File: config.mk
export PLATFORM = sky130hd
export DESIGN_NAME = mx_window_feeder
export DESIGN_NICKNAME = d
export VERILOG_FILES = /design/src/rtl/pkg_parameters.sv /design/src/rtl/mx_line_buffer.sv /design/src/rtl/mx_window_feeder.sv
export SDC_FILE = /design/constraint.sdc
export NUM_CORES = 1
export LEC_CHECK = 0
export CORE_UTILIZATION = 62
export CTS_BUF_LIST = sky130_fd_sc_hd__clkbuf_16
export CTS_CLUSTER_DIAMETER = 60
export DETAILED_ROUTE_END_ITERATION = 6
export GPL_TIMING_DRIVEN = 0
export MAX_ROUTING_LAYER = met4
export PLACE_DENSITY = 0.83
export SYNTH_ARGS = -nofsm -noshare
export SYNTH_HDL_FRONTEND = slang
export SYNTH_SLANG_ARGS = --single-unit
File: constraint.sdc
create_clock -name clk_i -period 6.32 [get_ports clk_i]
set_input_delay 0.948 -clock clk_i [delete_from_list [all_inputs] [get_ports clk_i]]
set_output_delay 0.948 -clock clk_i [all_outputs]
set_load 0.01 [all_outputs]
File: src/rtl/pkg_parameters.sv
// Shared state encoding and cycle constants for the max-pool window feeder.
package pkg_parameters;

   typedef enum logic [2:0] {
      MXF_INIT,
      MXF_EVEN,
      MXF_ODD,
      MXF_ISSUE,
      MXF_DRAIN,
      MXF_RECOVER
   } mxf_state_e;

   localparam int unsigned MXF_INIT_CYC    = 2;
   localparam int unsigned MXF_GAP_CYC     = 1;
   localparam int unsigned MXF_RECOVER_CYC = 2;
   localparam int unsigned MXF_ELEMS       = 4;
   localparam int unsigned MXF_CNT_W       = 2;
   localparam int unsigned MXF_ELEM_W      = $clog2(MXF_ELEMS);

endpackage

File: src/rtl/mx_line_buffer.sv
// One-row line buffer with a registered read port; the read register can also
// be loaded from a bypass input so it serves as the single element output flop.
module mx_line_buffer #(
   parameter int unsigned DATA_W = 8,
   parameter int unsigned DEPTH  = 8,
   parameter int unsigned ADDR_W = $clog2(DEPTH)
) (
   input  logic              clk_i,
   input  logic              rst_i,
   input  logic              wr_en_i,
   input  logic [ADDR_W-1:0] wr_addr_i,
   input  logic [DATA_W-1:0] wr_data_i,
   input  logic              rd_en_i,
   input  logic [ADDR_W-1:0] rd_addr_i,
   input  logic              byp_en_i,
   input  logic [DATA_W-1:0] byp_data_i,
   output logic [DATA_W-1:0] rd_data_o
);

   logic [DATA_W-1:0] mem [DEPTH];
   logic [DATA_W-1:0] rd_data_d, rd_data_q;

   // Storage is not reset; contents are only read after a full even row is written.
   always_ff @(posedge clk_i) begin
      if (wr_en_i) mem[wr_addr_i] <= wr_data_i;
   end

   always_comb begin
      rd_data_d = rd_data_q;
      if (byp_en_i)     rd_data_d = byp_data_i;
      else if (rd_en_i) rd_data_d = mem[rd_addr_i];
   end

   always_ff @(posedge clk_i) begin
      if (rst_i) rd_data_q <= '0;
      else       rd_data_q <= rd_data_d;
   end

   assign rd_data_o = rd_data_q;

endmodule

File: src/rtl/mx_window_feeder.sv
// Turns a raster pixel stream into 2x2 stride-2 windows for the max-pooling
// unit's load/exe pulse protocol and holds each pooled result for downstream.
module mx_window_feeder
   import pkg_parameters::*;
#(
   parameter int unsigned DATA_W = 8,
   parameter int unsigned IMG_W  = 8,
   parameter int unsigned IMG_H  = 8
) (
   input  logic              clk_i,
   input  logic              rst_i,
   input  logic              pix_valid_i,
   input  logic [DATA_W-1:0] pix_data_i,
   output logic              pix_ready_o,
   output logic              mx_load_valid_o,
   output logic [DATA_W-1:0] mx_load_data_o,
   output logic              mx_exe_ready_o,
   input  logic              mx_exe_valid_i,
   input  logic [DATA_W-1:0] mx_exe_data_i,
   output logic              out_valid_o,
   output logic [DATA_W-1:0] out_data_o,
   output logic              out_last_o,
   input  logic              out_ready_i
);

   localparam int unsigned COL_W = $clog2(IMG_W);
   localparam int unsigned ROW_W = $clog2(IMG_H);

   mxf_state_e              state_d, state_q;
   logic [MXF_CNT_W-1:0]    cnt_d, cnt_q;
   logic [MXF_ELEM_W-1:0]   elem_d, elem_q;
   logic [COL_W-1:0]        col_d, col_q;
   logic [ROW_W-1:0]        row_d, row_q;
   logic [DATA_W-1:0]       bl_d, bl_q, br_d, br_q;
   logic                    pix_ready_d, pix_ready_q;
   logic                    load_valid_d, load_valid_q;
   logic                    exe_ready_d, exe_ready_q;
   logic                    out_valid_d, out_valid_q;
   logic [DATA_W-1:0]       out_data_d, out_data_q;
   logic                    out_last_d, out_last_q;

   logic                    pix_acc, col_last, row_last;
   logic                    lb_wr_en, lb_rd_en, lb_byp_en;
   logic [COL_W-1:0]        lb_rd_addr;
   logic [DATA_W-1:0]       lb_byp_data, lb_rd_data;

   mx_line_buffer #(
      .DATA_W (DATA_W),
      .DEPTH  (IMG_W),
      .ADDR_W (COL_W)
   ) u_line_buffer (
      .clk_i      (clk_i),
      .rst_i      (rst_i),
      .wr_en_i    (lb_wr_en),
      .wr_addr_i  (col_q),
      .wr_data_i  (pix_data_i),
      .rd_en_i    (lb_rd_en),
      .rd_addr_i  (lb_rd_addr),
      .byp_en_i   (lb_byp_en),
      .byp_data_i (lb_byp_data),
      .rd_data_o  (lb_rd_data)
   );

   // Next-state, counters, element sequencing and result register.
   always_comb begin
      state_d      = state_q;
      cnt_d        = cnt_q;
      elem_d       = elem_q;
      col_d        = col_q;
      row_d        = row_q;
      bl_d         = bl_q;
      br_d         = br_q;
      load_valid_d = 1'b0;
      out_valid_d  = out_valid_q;
      out_data_d   = out_data_q;
      out_last_d   = out_last_q;
      lb_wr_en     = 1'b0;
      lb_rd_en     = 1'b0;
      lb_rd_addr   = col_q;
      lb_byp_en    = 1'b0;
      lb_byp_data  = bl_q;
      pix_acc      = pix_valid_i && pix_ready_q;
      col_last     = (col_q == COL_W'(IMG_W - 1));
      row_last     = (row_q == ROW_W'(IMG_H - 1));

      if (out_valid_q && out_ready_i) out_valid_d = 1'b0;

      case (state_q)
         MXF_INIT: begin
            if (cnt_q == MXF_CNT_W'(MXF_INIT_CYC - 1)) begin
               cnt_d   = '0;
               state_d = MXF_EVEN;
            end else begin
               cnt_d = cnt_q + MXF_CNT_W'(1);
            end
         end
         MXF_EVEN: begin
            if (pix_acc) begin
               lb_wr_en = 1'b1;
               if (col_last) begin
                  col_d   = '0;
                  row_d   = row_q + ROW_W'(1);
                  state_d = MXF_ODD;
               end else begin
                  col_d = col_q + COL_W'(1);
               end
            end
         end
         MXF_ODD: begin
            if (pix_acc) begin
               if (!col_q[0]) begin
                  bl_d  = pix_data_i;
                  col_d = col_q + COL_W'(1);
               end else begin
                  // Window complete: first element read is launched right here.
                  br_d         = pix_data_i;
                  cnt_d        = '0;
                  elem_d       = '0;
                  load_valid_d = 1'b1;
                  lb_rd_en     = 1'b1;
                  lb_rd_addr   = col_q - COL_W'(1);
                  state_d      = MXF_ISSUE;
               end
            end
         end
         MXF_ISSUE: begin
            if (cnt_q == MXF_CNT_W'(MXF_GAP_CYC)) begin
               if (elem_q == MXF_ELEM_W'(MXF_ELEMS - 1)) begin
                  state_d = MXF_DRAIN;
               end else begin
                  elem_d       = elem_q + MXF_ELEM_W'(1);
                  cnt_d        = '0;
                  load_valid_d = 1'b1;
                  case (elem_q)
                     MXF_ELEM_W'(0): lb_rd_en = 1'b1;
                     MXF_ELEM_W'(1): lb_byp_en = 1'b1;
                     default: begin
                        lb_byp_en   = 1'b1;
                        lb_byp_data = br_q;
                     end
                  endcase
               end
            end else begin
               cnt_d = cnt_q + MXF_CNT_W'(1);
            end
         end
         MXF_DRAIN: begin
            if (mx_exe_valid_i) begin
               out_valid_d = 1'b1;
               out_data_d  = mx_exe_data_i;
               out_last_d  = row_last && col_last;
               cnt_d       = '0;
               state_d     = MXF_RECOVER;
            end
         end
         MXF_RECOVER: begin
            if (cnt_q == MXF_CNT_W'(MXF_RECOVER_CYC - 1)) begin
               cnt_d = '0;
               if (!col_last) begin
                  col_d   = col_q + COL_W'(1);
                  state_d = MXF_ODD;
               end else begin
                  col_d   = '0;
                  row_d   = row_last ? '0 : row_q + ROW_W'(1);
                  state_d = MXF_EVEN;
               end
            end else begin
               cnt_d = cnt_q + MXF_CNT_W'(1);
            end
         end
         default: state_d = MXF_INIT;
      endcase

      // Odd-column pixels wait until the single result slot is free.
      pix_ready_d = (state_d == MXF_EVEN) ||
                    ((state_d == MXF_ODD) && (!col_d[0] || !out_valid_d));
      exe_ready_d = (state_d == MXF_DRAIN);
   end

   always_ff @(posedge clk_i) begin
      if (rst_i) begin
         state_q      <= MXF_INIT;
         cnt_q        <= '0;
         elem_q       <= '0;
         col_q        <= '0;
         row_q        <= '0;
         bl_q         <= '0;
         br_q         <= '0;
         pix_ready_q  <= 1'b0;
         load_valid_q <= 1'b0;
         exe_ready_q  <= 1'b0;
         out_valid_q  <= 1'b0;
         out_data_q   <= '0;
         out_last_q   <= 1'b0;
      end else begin
         state_q      <= state_d;
         cnt_q        <= cnt_d;
         elem_q       <= elem_d;
         col_q        <= col_d;
         row_q        <= row_d;
         bl_q         <= bl_d;
         br_q         <= br_d;
         pix_ready_q  <= pix_ready_d;
         load_valid_q <= load_valid_d;
         exe_ready_q  <= exe_ready_d;
         out_valid_q  <= out_valid_d;
         out_data_q   <= out_data_d;
         out_last_q   <= out_last_d;
      end
   end

   assign pix_ready_o     = pix_ready_q;
   assign mx_load_valid_o = load_valid_q;
   assign mx_load_data_o  = lb_rd_data;
   assign mx_exe_ready_o  = exe_ready_q;
   assign out_valid_o     = out_valid_q;
   assign out_data_o      = out_data_q;
   assign out_last_o      = out_last_q;

endmodule

==> results of run 1 <==
## state kept, by name, indices dropped and copies added (netlist names), 2 cells and up
signal                   flops
u_line_buffer.mem           64
bl_q                         8
br_q                         8
out_data_o                   8
u_line_buffer.rd_data_o      8
col_q                        3
row_q                        3
state_q                      3
cnt_q                        2
elem_q                       2
## layout make-up
type	count	area (um^2)	area share [%]
Sequential cell	114	2920	46.2
Multi-Input combinational cell	312	2120	33.6
Clock buffer	17	425	6.73
Timing Repair Buffer	43	425	6.73
Buffer	27	139	2.20
Tap cell	105	131	2.08
Clock inverter	15	120	1.90
Inverter	9	33.8	0.534
## routing by layer
metal	wire length [um]	global-route usage, %	part of all wire, %	up-vias
met5	0	-	0	-
met4	519	15.5	3.7	0
met3	1520	7.28	11	56
met2	6660	52.7	47	301
met1	5490	47.7	39	1989
li1	-	-	-	1869
## cell usage after synthesis, drive strengths merged, types with 6 or more instances
master / instances
o311a: 6
a31oi: 7
nand2b: 6
dfxtp: 50
mux4: 10
a221oi: 10
inv: 9
edfxtp: 64
a21oi: 36
nand3: 7
nand3b: 7
ha: 12
mux2i: 22
nor2: 37
nand2: 59
a2111oi: 8
nor3: 13
buf: 17
nor2b: 8
o21ai: 23
clkbuf: 10
## cell families (layout without fill, tap and decap cells)
kind of cell,count (synthesis),in the layout,synth area share (%)
DFF,114,114,56.0
adders and majority gates,12,12,2.88
muxes,33,33,8.75
buffers and inverters,36,111,3.31
and+or+nand+nor,156,156,14.9
AOI/OAI and AO/OA,111,111,14.1
## cells in the final DEF (no fill, tap or decap), types with 11 or more instances in the layout
cell / count
edfxtp_1: 64
ha_1: 12
mux2i_1: 22
o21ai_0: 21
clkdlybuf4s50_1: 41
dfxtp_1: 50
clkbuf_16: 17
a21oi_1: 35
inv_1: 11
nand2_1: 58
nor3_1: 11
nor2_1: 37
buf_2: 12
## power by group through the flow
stage / combinational [mW] / clock [mW] / sequential, mW
2_1_floorplan: 0.0408 / 0 / 0.804
3_3_place_gp: 0.0739 / 0 / 0.804
3_5_place_dp: 0.0761 / 0 / 0.804
4_1_cts: 0.0776 / 0.877 / 0.789
5_1_grt: 0.0851 / 0.913 / 0.789
6_report: 0.0802 / 0.879 / 0.789
## per-stage QoR
stage	util [%]	hold slack [ps]	cell area [um^2]	setup WS, ps
2_1_floorplan	-	436	5220	3990
6_report	77.3	454	6320	3300
5_1_grt	77.3	472	6320	3130
3_3_place_gp	70.5	442	5760	2950
4_1_cts	77.1	455	6310	3340
3_5_place_dp	70.5	448	5760	2940
## worst max path at each step
stage / end / slack (ps) / cells after the start
floorplan: u_line_buffer.mem[0][0] / 3990 / 4
global placement: u_line_buffer.mem[1][0] / 2950 / 4
detailed placement: u_line_buffer.mem[1][1] / 2940 / 4
CTS: u_line_buffer.mem[0][1] / 3340 / 5
global route: u_line_buffer.rd_data_o[4] / 3130 / 8
finish: u_line_buffer.rd_data_o[4] / 3300 / 7
## worst max-delay path, delay by kind of cell
kind	cells	cell delay (ps)
AND/OR/NAND/NOR	2	450
AO/OA/AOI/OAI	3	1030
buffers and inverters	2	820
==> reports/results.tsv, run 1 <==
metric	value	unit
run_status	complete, but fails checks	
violated_checks	design-rule violations	
antenna_cells_inserted	0	
fill_cell_instance_count_of_the_final_layout	508	
timing.fmax	331	MHz
total_power	1.75	mW
gate_count_post_synth	462	
drt_iter0_drc	600	
crit_start	pix_valid_i	
dr_vias_cell	6.57	
swShare	22.6	%
regToRegStartpoint	col_q[1]	
cts.hold.buffers_added	0	
antenna_found_initial	0	
first_global_vias	4131	
worst-path-max-fanout	10	
part_of_the_yosys_area_used_for_sequential_elements	56.0	%
drv.max_cap_violation_count	0	
share_clk_of_total_power	50.3	%
instance_count_along_the_most_critical_hold_path	2	
power_per_cell_area	277	mW/mm^2
ys_seq_elements	114	
slowest_stage	clkdlybuf4s50_1	
die_x	93.7	um
arrival	3250	ps
ys_async_sr_fraction	0	%
slew_headroom	25.7	%
timing_max_transition_violations_final	0	
setup_viol_count_final	0	
clock-sinks	114	
number_of_synthesized_flops_with_an_enable_pin	64	
synth.distinct_cells	56	
fin_tns_setup	0	ps
share_of_power_burned_in_combinational_logic	4.6	%
finish.net_count	557	
cts.reportedPaths.clkPinSlew	50	ps
global_route.usage.total	35.6	%
firstDrtPassIters	7	
cts_buffer_depth	2	
gpl.final_weighted_congestion	0.920	
grt_overflow_total	0	
net-switching-power	395	uW
chipHeight	93.7	um
timing.clock.skew	11.6	ps
drive_above_1_share	12.5	%
timing.final.crit_share	47.8	%
tritoncts	done	
post_route_drc_violation_count	34	
area_growth	21.1	%
standby_leakage_power	2.10	nW
peak_supply_drop	0.000209	V
place_inst	608	
r2r_slack	3340	ps
die_area	0.00879	mm^2
class_of_the_most_critical_setup_path	in -> reg	
yosysWarnings	0	
critical_path_required	6540	ps
boundaryPins	42	
vias	4215	
wire_length_of_the_first_global_routing_pass	22.0	mm
grt_setup_unrepaired	false	
worstHoldStart	br_q[0]	
postCtsSetupRepairBufs	0	
detail_route.wirelength	14.2	mm
critPathMaxStageDelay	580	ps
p_seq_share	45.1	%
synth.top_cells.by_area	edfxtp_1, dfxtp_1, mux4_2, mux2i_1, nand2_1	
timing.rr.end	u_line_buffer.rd_data_o[4]	
htree_levels	4	
timing.reg2reg.worst_path_depth	8	
largest_net_degree_at_the_start_of_global_routing	17	
post_layout_instance_count_excluding_filler_cells	642	
dp_hpwl	8.96	mm
initial_core_utilization	63.8	%
largest_area_contributor_in_the_netlist	edfxtp_1	
synthesis.area	0.00522	mm^2
worst_slew_pin_slew	1100	ps
hp-class	reg -> reg	
path_cells	clkdlybuf4s50_1 > nand3b_1 > clkbuf_1 > o21ai_1 > nand2b_1 > a221oi_1 > a2111oi_1	
cts_repair_resize_count	0	
wl_per_cell	22.1	um
critPathCaptureType	register	
std_cell_rows	33	
post-synth-top-area-fraction	36.8	%
mappedNetlistNets	495	
cts_made_buffers	17	
io_buffer_count	41	
finalWorstPathRequiredPeriod	3020	ps
core_region_area	0.00818	mm^2
cts-root-buf	clkbuf_16	
finalHoldViolations	0	
clock_insertion_delay_worst_skew	410	ps
power.internal	1.35	mW
syn_avg_cell_area	11.3	um^2
postSynth.topFlopCell	edfxtp_1	
worst_hold_path.endpoint	br_q[0]	
postRouteAntennaNets	0	
start_kind	input port	
Power figures use the tool's default switching activity.
==> inputs of run 2 (changes only) <==
--- a/config.mk
+++ b/config.mk
@@ -5,13 +5,13 @@
 export SDC_FILE = /design/constraint.sdc
 export NUM_CORES = 1
 export LEC_CHECK = 0
-export CORE_UTILIZATION = 62
+export CORE_UTILIZATION = 52
 export CTS_BUF_LIST = sky130_fd_sc_hd__clkbuf_16
 export CTS_CLUSTER_DIAMETER = 60
 export DETAILED_ROUTE_END_ITERATION = 6
 export GPL_TIMING_DRIVEN = 0
 export MAX_ROUTING_LAYER = met4
-export PLACE_DENSITY = 0.83
+export PLACE_DENSITY = 0.74
 export SYNTH_ARGS = -nofsm -noshare
 export SYNTH_HDL_FRONTEND = slang
 export SYNTH_SLANG_ARGS = --single-unit
==> constraint.sdc (replaced) <==
create_clock -name clk_i -period 2.6 [get_ports clk_i]
set_input_delay 0.39 -clock clk_i [delete_from_list [all_inputs] [get_ports clk_i]]
set_output_delay 0.39 -clock clk_i [all_outputs]
set_load 0.01 [all_outputs]
==> run 2 against run 1 <==
The run now ends clean. Final cell count rose by 4.2%. Global-route usage shrank 8.4 points. Clock skew fell by 3.9 ps. Combinational power is 140% higher. Critical path depth grew 2. First-iteration DRC count down 26%. Sequential power up 140%. Non-clock buffer count shrank 1. Via count down 5.8%. Register-to-register slack worse by 3200 ps. Clock power increased by 140%. Worst setup slack lost 3100 ps. Critical path type is now reg -> reg. Critical endpoint is now u_line_buffer.rd_data_o[6]. Largest cell class unchanged. Highest routed layer unchanged.
==> reports/results.tsv, run 2 (synthesis gave the netlist of run 1 again) <==
metric	value	unit
clock_insertion_delay_worst_skew	410	ps
clock-sinks	114	
worst_hold_path.endpoint	out_last_o	
antenna_cells_inserted	0	
detailedPlace.worstSlack	-256	ps
timing.final.crit_share	93.4	%
class_of_the_most_critical_setup_path	reg -> reg	
regToRegStartpoint	col_q[0]	
fin_tns_setup	0	ps
drv.max_cap_violation_count	0	
vias	3971	
cts.reportedPaths.clkPinSlew	50	ps
setup_viol_count_final	0	
regMostFlops	u_line_buffer.mem	
post_layout_instance_count_excluding_filler_cells	669	
run_status	finished, final reports clean	
critical_path_required	2870	ps
layout.cells.most_common_list	edfxtp_1, nand2_1, dfxtp_1, clkdlybuf4s50_1, nor2_1	
first_global_vias	3771	
wl_per_cell	18.7	um
instance_count_along_the_most_critical_hold_path	2	
antenna_found_initial	0	
dr_vias_cell	5.94	
power_per_cell_area	661	mW/mm^2
wire_length_of_the_first_global_routing_pass	19.7	mm
global_route.usage.total	27.1	%
htree_levels	4	
core_region_area	0.00973	mm^2
post-route-cell-area	0.00643	mm^2
die_x	102	um
drive_above_1_share	14.2	%
initial_core_utilization	53.6	%
largest_register_ff_count	64	
timing.reg2reg.worst_path_depth	9	
timing.rr.end	u_line_buffer.rd_data_o[6]	
finalHoldViolations	0	
worst-path-max-fanout	10	
cts-root-buf	clkbuf_16	
dp_hpwl	8.51	mm
crit_start	col_q[0]	
place_inst	636	
timing.clock.skew	7.65	ps
chipHeight	102	um
cts.hold.buffers_added	0	
layout_commonest_cell	edfxtp_1	
timing_max_transition_violations_final	0	
post_route_drc_violation_count	0	
r2r_slack	170	ps
grt_overflow_total	0	
gpl.final_weighted_congestion	0.898	
finish.net_count	556	
finalWorstPathRequiredPeriod	2430	ps
peak_supply_drop	0.000478	V
hp-class	reg -> reg	
cts_made_buffers	17	
std_cell_rows	36	
area_growth	23.2	%
arrival	2700	ps
die_area	0.0104	mm^2
post_dp_cell_area	0.00580	mm^2
cts_buffer_depth	2	
drt_iter0_drc	446	
postRouteAntennaNets	0	
tritoncts	done	
critPathCaptureType	register	
worst_slew_pin_slew	1120	ps
boundaryPins	42	
worstHoldStart	out_last_o	
slew_headroom	24.9	%
start_kind	register	
detail_route.wirelength	12.5	mm
io_buffer_count	41	
grt_setup_unrepaired	false	
largest_net_degree_at_the_start_of_global_routing	17	
firstDrtPassIters	6	
standby_leakage_power	2.12	nW
final_critical_path_setup_slack	171	ps
timing.fmax	412	MHz
run 2: cell count changes in the layout (fill, tap and decap cells not counted), sizes merged:
cell	before	now
bufinv	1	0
clkbuf	28	29
clkinv	7	4
clkinvlp	3	5
run 2: worst max-delay path: stages, from the launching register on:
cell,delay [ps]
dfxtp_1,380
inv_1,160
ha_1,230
buf_2,190
nor2_1,150
buf_2,270
mux2_2,390
o2111a_1,270
o21ai_1,160
a211oi_1,90
run 2: routing by layer:
| layer | up-vias | wire length [um] | track usage [%] |
|---|---|---|---|
| met4 | 0 | 316 | 11.6 |
| met5 | - | 0 | - |
| met2 | 168 | 5960 | 40.5 |
| met1 | 1911 | 5320 | 34.0 |
| li1 | 1863 | - | - |
| met3 | 29 | 907 | 8.62 |
run 2: how the worst max path moves through the flow:
stage / end / slack, ps
5_1_grt: u_line_buffer.rd_data_o[6] / 40
6_report: u_line_buffer.rd_data_o[6] / 170
4_1_cts: u_line_buffer.rd_data_o[1] / 5
3_3_place_gp: u_line_buffer.mem[1][5] / -160
2_1_floorplan: u_line_buffer.rd_data_o[0] / 410
3_5_place_dp: u_line_buffer.rd_data_o[0] / -260
run 2: layout make-up:
type	count	area [um^2]
Tap cell	133	166
Clock buffer	19	475
Timing Repair Buffer	43	425
Multi-Input combinational cell	312	2180
Sequential cell	114	2920
Fill cell	743	3300
Clock inverter	13	81.3
Inverter	9	37.5
Buffer	26	138
run 2: report_power, final:
| group | internal (mW) | switching (mW) |
|---|---|---|
| Combinational | 0.0766 | 0.115 |
| Sequential | 1.91 | 0.00598 |
| Clock | 1.32 | 0.817 |
run 2: stage by stage:
| stage | hold slack (ps) | utilization, % | power [mW] |
|---|---|---|---|
| floorplan | 436 | - | 2.05 |
| global placement | 441 | 59.6 | 2.13 |
| detailed placement | 446 | 59.6 | 2.14 |
| global route | 471 | 66.1 | 4.37 |
| finish | 451 | 66.1 | 4.25 |
| CTS | 451 | 65.6 | 4.26 |
run 2: timing repair:
action                                  in CTS  in global routing
endpoints found under the setup margin       6                 16
pin swaps                                    1                  0
resized for setup                            3                 12
buffers inserted                             2                  0
